**src/rtl/i2s_pkg.sv**
```systemverilog
// Shared definitions for the I2S playback transmitter.
// Slot geometry, FSM encoding and AXIS slot offsets.
package i2s_pkg;

  localparam int SLOT_W     = 32;
  localparam int FRAME_BITS = 2 * SLOT_W;

  typedef enum logic {
    IDLE,
    RUN
  } state_t;

  function automatic int slot_off(
    input int   lane,
    input logic right,
    input int   slot_w
  );
    return (2 * lane + (right ? 1 : 0)) * slot_w;
  endfunction

endpackage

```
**src/rtl/i2s_tx_lane.sv**
```systemverilog
// One I2S data lane: a {left,right} shift register.
// The serial output is the register MSB.
module i2s_tx_lane
  import i2s_pkg::*;
#(
  parameter int W = FRAME_BITS
) (
  input  logic         sck,
  input  logic         rst,
  input  logic         load,
  input  logic         shift,
  input  logic         clear,
  input  logic [W-1:0] data,
  output logic         sd
);

  logic [W-1:0] sr;

  always_ff @(posedge sck or posedge rst) begin
    if (rst)
      sr <= '0;
    else if (clear)
      sr <= '0;
    else if (load)
      sr <= data;
    else if (shift)
      sr <= {sr[W-2:0], 1'b0};
  end

  assign sd = sr[W-1];

endmodule

```
**src/rtl/i2s_dac_tx.sv**
```systemverilog
// AXI-Stream to multi-lane I2S transmitter, word-select master.
// One-beat holding buffer feeds per-lane frame shift registers.
module i2s_dac_tx #(
  parameter int  SLOT_W    = i2s_pkg::SLOT_W,
  parameter int  NUM_LANES = 2,
  localparam int DATA_W    = 2 * SLOT_W * NUM_LANES
) (
  input  logic                 sck,
  input  logic                 rst,
  input  logic                 start,
  input  logic [DATA_W-1:0]    S_AXIS_tdata,
  input  logic                 S_AXIS_tvalid,
  input  logic                 S_AXIS_tlast,
  output logic                 S_AXIS_tready,
  output logic                 ws,
  output logic [NUM_LANES-1:0] sd,
  output logic                 block_end,
  output logic                 underrun
);

  import i2s_pkg::*;

  localparam int FB = 2 * SLOT_W;
  localparam int CW = $clog2(FB);
  localparam logic [CW-1:0] CNT_MAX = CW'(FB - 1);
  localparam logic [CW-1:0] WS_LO   = CW'(SLOT_W - 1);
  localparam logic [CW-1:0] WS_HI   = CW'(FB - 2);

  state_t state, state_nx;
  logic [CW-1:0] cnt, cnt_nx;
  logic [DATA_W-1:0] buf_data;
  logic buf_valid;
  logic buf_last;
  logic frame_last;
  logic accept;
  logic load, shift, clear, urun;

  assign S_AXIS_tready = !buf_valid;
  assign accept = S_AXIS_tvalid && !buf_valid;

  always_ff @(posedge sck or posedge rst) begin
    if (rst)
      state <= IDLE;
    else
      state <= state_nx;
  end

  always_comb begin
    state_nx = state;
    cnt_nx   = cnt;
    load     = 1'b0;
    shift    = 1'b0;
    clear    = 1'b0;
    urun     = 1'b0;
    unique case (state)
      IDLE: begin
        cnt_nx = '0;
        if (start && buf_valid) begin
          load     = 1'b1;
          state_nx = RUN;
        end
      end
      RUN: begin
        if (cnt != CNT_MAX) begin
          cnt_nx = cnt + 1'b1;
          shift  = 1'b1;
        end else begin
          cnt_nx = '0;
          if (!start) begin
            state_nx = IDLE;
            clear    = 1'b1;
          end else if (buf_valid) begin
            load = 1'b1;
          end else begin
            clear = 1'b1;
            urun  = 1'b1;
          end
        end
      end
      default: state_nx = IDLE;
    endcase
  end

  // ws is computed from the next count so it leads the slot MSB by one sck
  always_ff @(posedge sck or posedge rst) begin
    if (rst) begin
      cnt        <= '0;
      ws         <= 1'b0;
      block_end  <= 1'b0;
      underrun   <= 1'b0;
      frame_last <= 1'b0;
      buf_valid  <= 1'b0;
      buf_last   <= 1'b0;
      buf_data   <= '0;
    end else begin
      cnt       <= cnt_nx;
      ws        <= (state_nx == RUN) && (cnt_nx >= WS_LO) &&
                   (cnt_nx <= WS_HI);
      block_end <= (state == RUN) && (cnt == CNT_MAX) && frame_last;
      if (urun)
        underrun <= 1'b1;
      if (load)
        frame_last <= buf_last;
      else if (clear)
        frame_last <= 1'b0;
      if (accept) begin
        buf_valid <= 1'b1;
        buf_data  <= S_AXIS_tdata;
        buf_last  <= S_AXIS_tlast;
      end else if (load) begin
        buf_valid <= 1'b0;
      end
    end
  end

  for (genvar n = 0; n < NUM_LANES; n++) begin : g_lane
    localparam int LO = slot_off(n, 1'b0, SLOT_W);
    localparam int RO = slot_off(n, 1'b1, SLOT_W);

    i2s_tx_lane #(
      .W(FB)
    ) u_lane (
      .sck  (sck),
      .rst  (rst),
      .load (load),
      .shift(shift),
      .clear(clear),
      .data ({buf_data[LO +: SLOT_W], buf_data[RO +: SLOT_W]}),
      .sd   (sd[n])
    );
  end

endmodule
```
**config.mk**
```make
export PLATFORM = sky130hd
export DESIGN_NAME = i2s_dac_tx
export DESIGN_NICKNAME = d
export VERILOG_FILES = /design/src/rtl/i2s_pkg.sv /design/src/rtl/i2s_tx_lane.sv /design/src/rtl/i2s_dac_tx.sv
export SDC_FILE = /design/constraint.sdc
export NUM_CORES = 1
export LEC_CHECK = 0
export BUFFER_PORTS_ARGS = -buffer_cell sky130_fd_sc_hd__buf_2
export CAP_MARGIN = 20
export CELL_PAD_IN_SITES_DETAIL_PLACEMENT = 2
export CELL_PAD_IN_SITES_GLOBAL_PLACEMENT = 2
export CORE_MARGIN = 10
export CORE_UTILIZATION = 41
export DETAILED_ROUTE_END_ITERATION = 16
export GPL_TIMING_DRIVEN = 0
export HOLD_SLACK_MARGIN = 0.08
export PLACE_DENSITY_LB_ADDON = 0.1
export SETUP_SLACK_MARGIN = 0.1
export SLEW_MARGIN = 0
export SYNTH_ARGS = -nofsm -noshare
export SYNTH_HDL_FRONTEND = slang
export SYNTH_SLANG_ARGS = --single-unit
export TNS_END_PERCENT = 20
```
**constraint.sdc**
```tcl
create_clock -name sck -period 10.75 [get_ports sck]
set_clock_uncertainty 0.05 [all_clocks]
set_input_delay 0.5375 -clock sck [delete_from_list [all_inputs] [get_ports sck]]
set_output_delay 0.5375 -clock sck [all_outputs]
set_load 0.03 [all_outputs]
```
Word-level counts from Yosys, hierarchy flattened
Index checks and enable logic that the tools add are counted.

storage, ports and cells
  flip-flop bits (word level) = 269
  input bits = 133
  output and inout bits = 6
  logic and storage cells = 56

operators by class
  muxes and demuxes = 29
  equality and inequality tests = 2
  reductions and logical operators = 10
  bitwise logic cells = 1
  magnitude comparators = 2
  $add $sub $neg = 1

operators by type and width
  cell                 count
  $mux 64              6
  $mux 1               19
  $pmux 6 s2           1
  $add 6x1->6 const B  1
  $eq 6x6->1 const B   1
  $ge 6x5->1 const B   1
  $le 6x6->1 const B   1
  $logic_and 1x1->1    6
  $mux 6               1
  $ne 6x6->1 const B   1
  $pmux 1 s2           2
  $reduce_bool 2->1    2
  $reduce_bool 3->1    1
  $logic_not 1->1      1
  $not 1->1            1

Logic depth before layout (Yosys ltp)
  depth after elaboration = 6
  gate-level depth with buffers = 9
  mapped depth without buffers = 5

Hierarchy
A second synthesis with hierarchy kept.

second synthesis, totals
  cells, all modules = 894
  area, all modules = 11961.5 sq um

modules (own cells, without submodules)
  module       cells each  times used  area an instance (sq um)  sequential area each (sq um)
  i2s_tx_lane  285         2           3330.7                    1601.5
  i2s_dac_tx   324         1           5300.1                    3528.4

Worst setup path after synthesis
OpenSTA, ideal clock, no wires.

  path kind = register to register
  start point = register cnt[0]
  end point = register ws
  arrival time = 1.688 ns
  clock period less this slack = 1.860 ns
  library setup time = 0.122 ns
  slack = 8.890 ns
  stages on the path, launching flop included = 6
  data required time = 10.578 ns
  path buffers = 0
  cell sequence = dfrtp_1 -> ha_1 -> nor2b_1 -> maj3_1 -> a21o_1 -> a2111oi_1

on the way
  word-level cells in the longest chain between the ends = 6
  elaborated cells on any way between the ends = 10
  those cells by class = add/sub (1); order compare (2); eq/ne (1); mux (4); reduce/logical (2)

RTL lines
  what                                       RTL line                            source
  start: declaration                         i2s_dac_tx.sv:30                    logic [CW-1:0] cnt, cnt_nx;
  start signal: assignment                   i2s_dac_tx.sv:96                    cnt <= cnt_nx;
  $add 6x1->6 or $ne 6x6->1 (tied branches)  i2s_dac_tx.sv:65, i2s_dac_tx.sv:64
  $mux 6                                     i2s_dac_tx.sv:64                    if (cnt != CNT_MAX) begin
  $pmux 6 s2                                 i2s_dac_tx.sv:55                    unique case (state)
  $ge 6x5->1                                 i2s_dac_tx.sv:97                    ws <= (state_nx == RUN) && (cnt_nx >= WS_LO) &&
  $logic_and 1x1->1                          i2s_dac_tx.sv:97
  $logic_and 1x1->1 *                        i2s_dac_tx.sv:97
  end signal: assignment                     i2s_dac_tx.sv:97
  end: declaration                           i2s_dac_tx.sv:15                    output logic ws,

Every way passes the cells marked *; elsewhere a longest branch is shown, timed or not.
A chain may end at the register's enable or synchronous reset.

Worst setup path in the final report
  start point = register buf_valid
  end point = register buf_data[46]

on the way
  word-level cells in the longest chain between the ends = 2

RTL lines
  what                      RTL line           source
  start: declaration        i2s_dac_tx.sv:32   logic buf_valid;
  start signal: assignment  i2s_dac_tx.sv:92   buf_valid <= 1'b0;
  start signal: assignment  i2s_dac_tx.sv:107  buf_valid <= 1'b1;
  start signal: assignment  i2s_dac_tx.sv:111  buf_valid <= 1'b0;
  $logic_not 1->1           i2s_dac_tx.sv:39   assign accept = S_AXIS_tvalid && !buf_valid;
  $logic_and 1x1->1         i2s_dac_tx.sv:39
  end signal: assignment    i2s_dac_tx.sv:108  buf_data <= S_AXIS_tdata;
  end: declaration          i2s_dac_tx.sv:31   logic [DATA_W-1:0] buf_data;

No other way between the ends.

==> impl_metrics.yaml <==
status:
  status: "finished clean"
setup_path:
  path_cells: "nor2b_1 -> clkbuf_1 -> buf_2 -> mux2_2"
  path_max_fanout: 10
  critPathLaunchType: "register"
  cp_slowest_cell: "clkbuf_1"
  crit_required_ns: 11.13
  end_kind: "register"
  cp.arrival_ns: 2.75
  path_class: "reg2reg"
  max_stage_delay_ns: 0.66
logic_synthesis:
  synth_cell_types: 32
  ys_ff_latch: 269
  syn_area_um2: 10900
  async_reset_ff_share_pct: 100
  synth-adder-area-share_pct: 0.206
  yosysSeqAreaShare_pct: 61.7
  muxShareOfSynthArea_pct: 13.5
  syn_inst: 767
  synth_warnings: 0
  yosysTopAreaCellShare_pct: 61.7
  synth_ff_type: "dfrtp_1"
  synth_compound_area_share_pct: 16.2
  synth_common_cells: "dfrtp_1 (269), mux2_2 (129), a21o_1 (67), a22o_1 (67), and3_1 (62)"
  synth_simple_gate_area_share_pct: 4.71
  syn_avg_cell_area_um2: 14.2
  synth_nets: 901
  yosys-top-cells-area: "dfrtp_1 (62%), mux2_2 (13%), a221o_1 (5.5%)"
  synth.most_common_cell: "dfrtp_1"
  yosys.area.top_type: "dfrtp_1"
  synth_top_family_by_area: "compound AO/OA/AOI/OAI gates"
  synth-xor-area-share_pct: 0.241
  synth-edff-count: 0
route:
  vias: 7152
  drt_iter0_drc: 408
  remaining_drc_errors: 0
  ant_nets: 0
  postRouteWirelength_um: 29300
  routed_via_density: 5.52
  wl_per_cell_um: 22.6
  firstDrtPassIters: 4
global_routing:
  grt_antenna_before_repair: 0
  grt_pass1_wl_um: 47900
  grt_pass1_vias: 8441
  overflow: 0
  grt_start_max_net_pins: 139
  grt_usage_pct: 17.6
timing:
  slew_headroom_pct: 36.2
  rsz0062_at_grt: "false"
  setup_violations: 0
  maxSlewViolCount: 0
  period_share_pct: 22.1
  layout_min_cycle_time_ns: 2.37
  finalSetupTns_ns: 0
  hold_viol: 0
  max_freq_mhz: 421
  tightest_slew_ns: 0.958
layout:
  n_antenna_cell: 0
  nFillCells: 2538
  stdcell_area_um2: 13100
  drive_above_1_share_pct: 36.5
  synthToLayoutAreaGrowth_pct: 19.8
  fin_nets: 1073
floorplanning:
  die_h_um: 183
  fp.dieArea_um2: 33500
  chipWidth_um: 183
  boundaryPins: 139
  rows: 59
  coreArea_um2: 26100
  initial_core_util_pct: 41.7
placement:
  dp_hpwl_um: 20000
  portBuffers: 138
  gp_congestion: 0.778
  placedInstanceArea_um2: 12100
clocking:
  cts_tree: "built"
  clkSlewWorstSetupHoldPaths_ns: 0.06
  cts_inserted_buffers: 31
  cts.sinks: 269
  cts_hold_buf: 0
  clockBufferDepth: 3
  htreeDepth: 1
  cts_resized: 0
  post_cts_buffers: 0
  ctsRootBufferMaster: "clkbuf_16"
  clk_latency_ns: 0.55
flow_run:
  drv_cap: 0
hold_path:
  hold_path_class: "in2async"
pwr:
  pwr_density_cell_nw_per_um2: 243
  ir_drop_mv: 0.101
  p_leak_nw: 6.82
[routing by layer]
metal	track usage (%)	share of wire, %
met2	31.0	51
met4	3.44	1.7
met1	22.1	43
met3	3.40	4.0
met5	0	0
[worst max-delay path: cells and delay by family (launching register included)]
family	cells	cell delay [ns]
buf+inv	2	1.07
flops	1	0.42
simple gates	1	0.32
mux	1	0.38
[final timing paths]
path	startpoint	to	slack (ns)	cells past startpoint
worst min-delay path	rst	underrun	0.11	2
min in group sck	S_AXIS_tdata[97]	buf_data[97]	0.17	2
worst min register to register	buf_data[31]	g_lane[0].u_lane.sr[63]	0.43	1
max in group asynchronous	rst	buf_data[82]	9.36	3
worst max register to register	buf_valid	buf_data[46]	8.38	4
worst max-delay path	buf_valid	buf_data[46]	8.38	4
[cell families (layout without fill, tap and decap cells)]
family                   Yosys count  after routing
XOR/XNOR                           3              3
AND/OR/NAND/NOR                   89             89
buffers and inverters             70            264
AO/OA/AOI/OAI                    203            203
multiplexers                     131            131
flip-flops                       269            269
adder cells (fa/ha/maj)            2              2
[metrics by stage]
| step | total power, mW | utilization (%) | hold WS, ns | worst slack, ns | cells |
|---|---|---|---|---|---|
| after global placement | 2.08 | 46.0 | 0.402 | 0.340 | 1240 |
| after global routing | 3.35 | 50.0 | 0.158 | 8.19 | 1296 |
| after floorplan | 1.93 | - | 0.395 | 2.75 | 767 |
| after detailed placement | 2.15 | 46.1 | 0.413 | 8.05 | 1241 |
| final | 3.17 | 50.0 | 0.113 | 8.38 | 1296 |
| after CTS | 3.22 | 50.0 | 0.145 | 8.29 | 1296 |
[layout make-up]
cell class | instances | area [um^2] | share of cell area [%]
Tap cell | 335 | 419 | 3.21
Buffer | 67 | 360 | 2.76
Sequential cell | 269 | 6730 | 51.5
Timing Repair Buffer | 139 | 718 | 5.50
Multi-Input combinational cell | 428 | 3810 | 29.1
Inverter | 3 | 18.8 | 0.144
Clock buffer | 43 | 891 | 6.82
Clock inverter | 12 | 123 | 0.938
[sequential cells by signal, summed over array words and instances (netlist names)]
signal and cells:
buf_valid 1, g_lane.u_lane.sr 128, buf_data 128, buf_last 1
frame_last 1, cnt 6, block_end 1, state 1
ws 1, underrun 1
[power by group]
group	total (mW)	switching [mW]	internal (mW)	leakage [nW]
sequential	1.52	0.200	1.32	3.42
combinational	0.621	0.264	0.356	2.91
clock	1.03	0.413	0.622	0.487
total	3.17	0.877	2.29	6.82
[cell usage in the layout (no fill, tap or decap), types with 2 or more instances in the layout]
cell type   count
buf_4           4
buf_2         158
nand2_1         3
a21o_1         67
clkinv_2        5
clkbuf_1       31
a221o_1        60
clkbuf_16      31
clkinvlp_4      5
buf_6           4
and3_1         62
mux2_2        129
buf_8           2
xor2_1          3
buf_1          10
nor2b_1         2
mux2i_1         2
a22o_1         67
clkbuf_8        7
inv_1           2
and2_1          5
bufinv_16       2
nor2_1         11
nand3_1         6
dfrtp_1       269
Note: power is estimated with default switching activity, not from simulation.
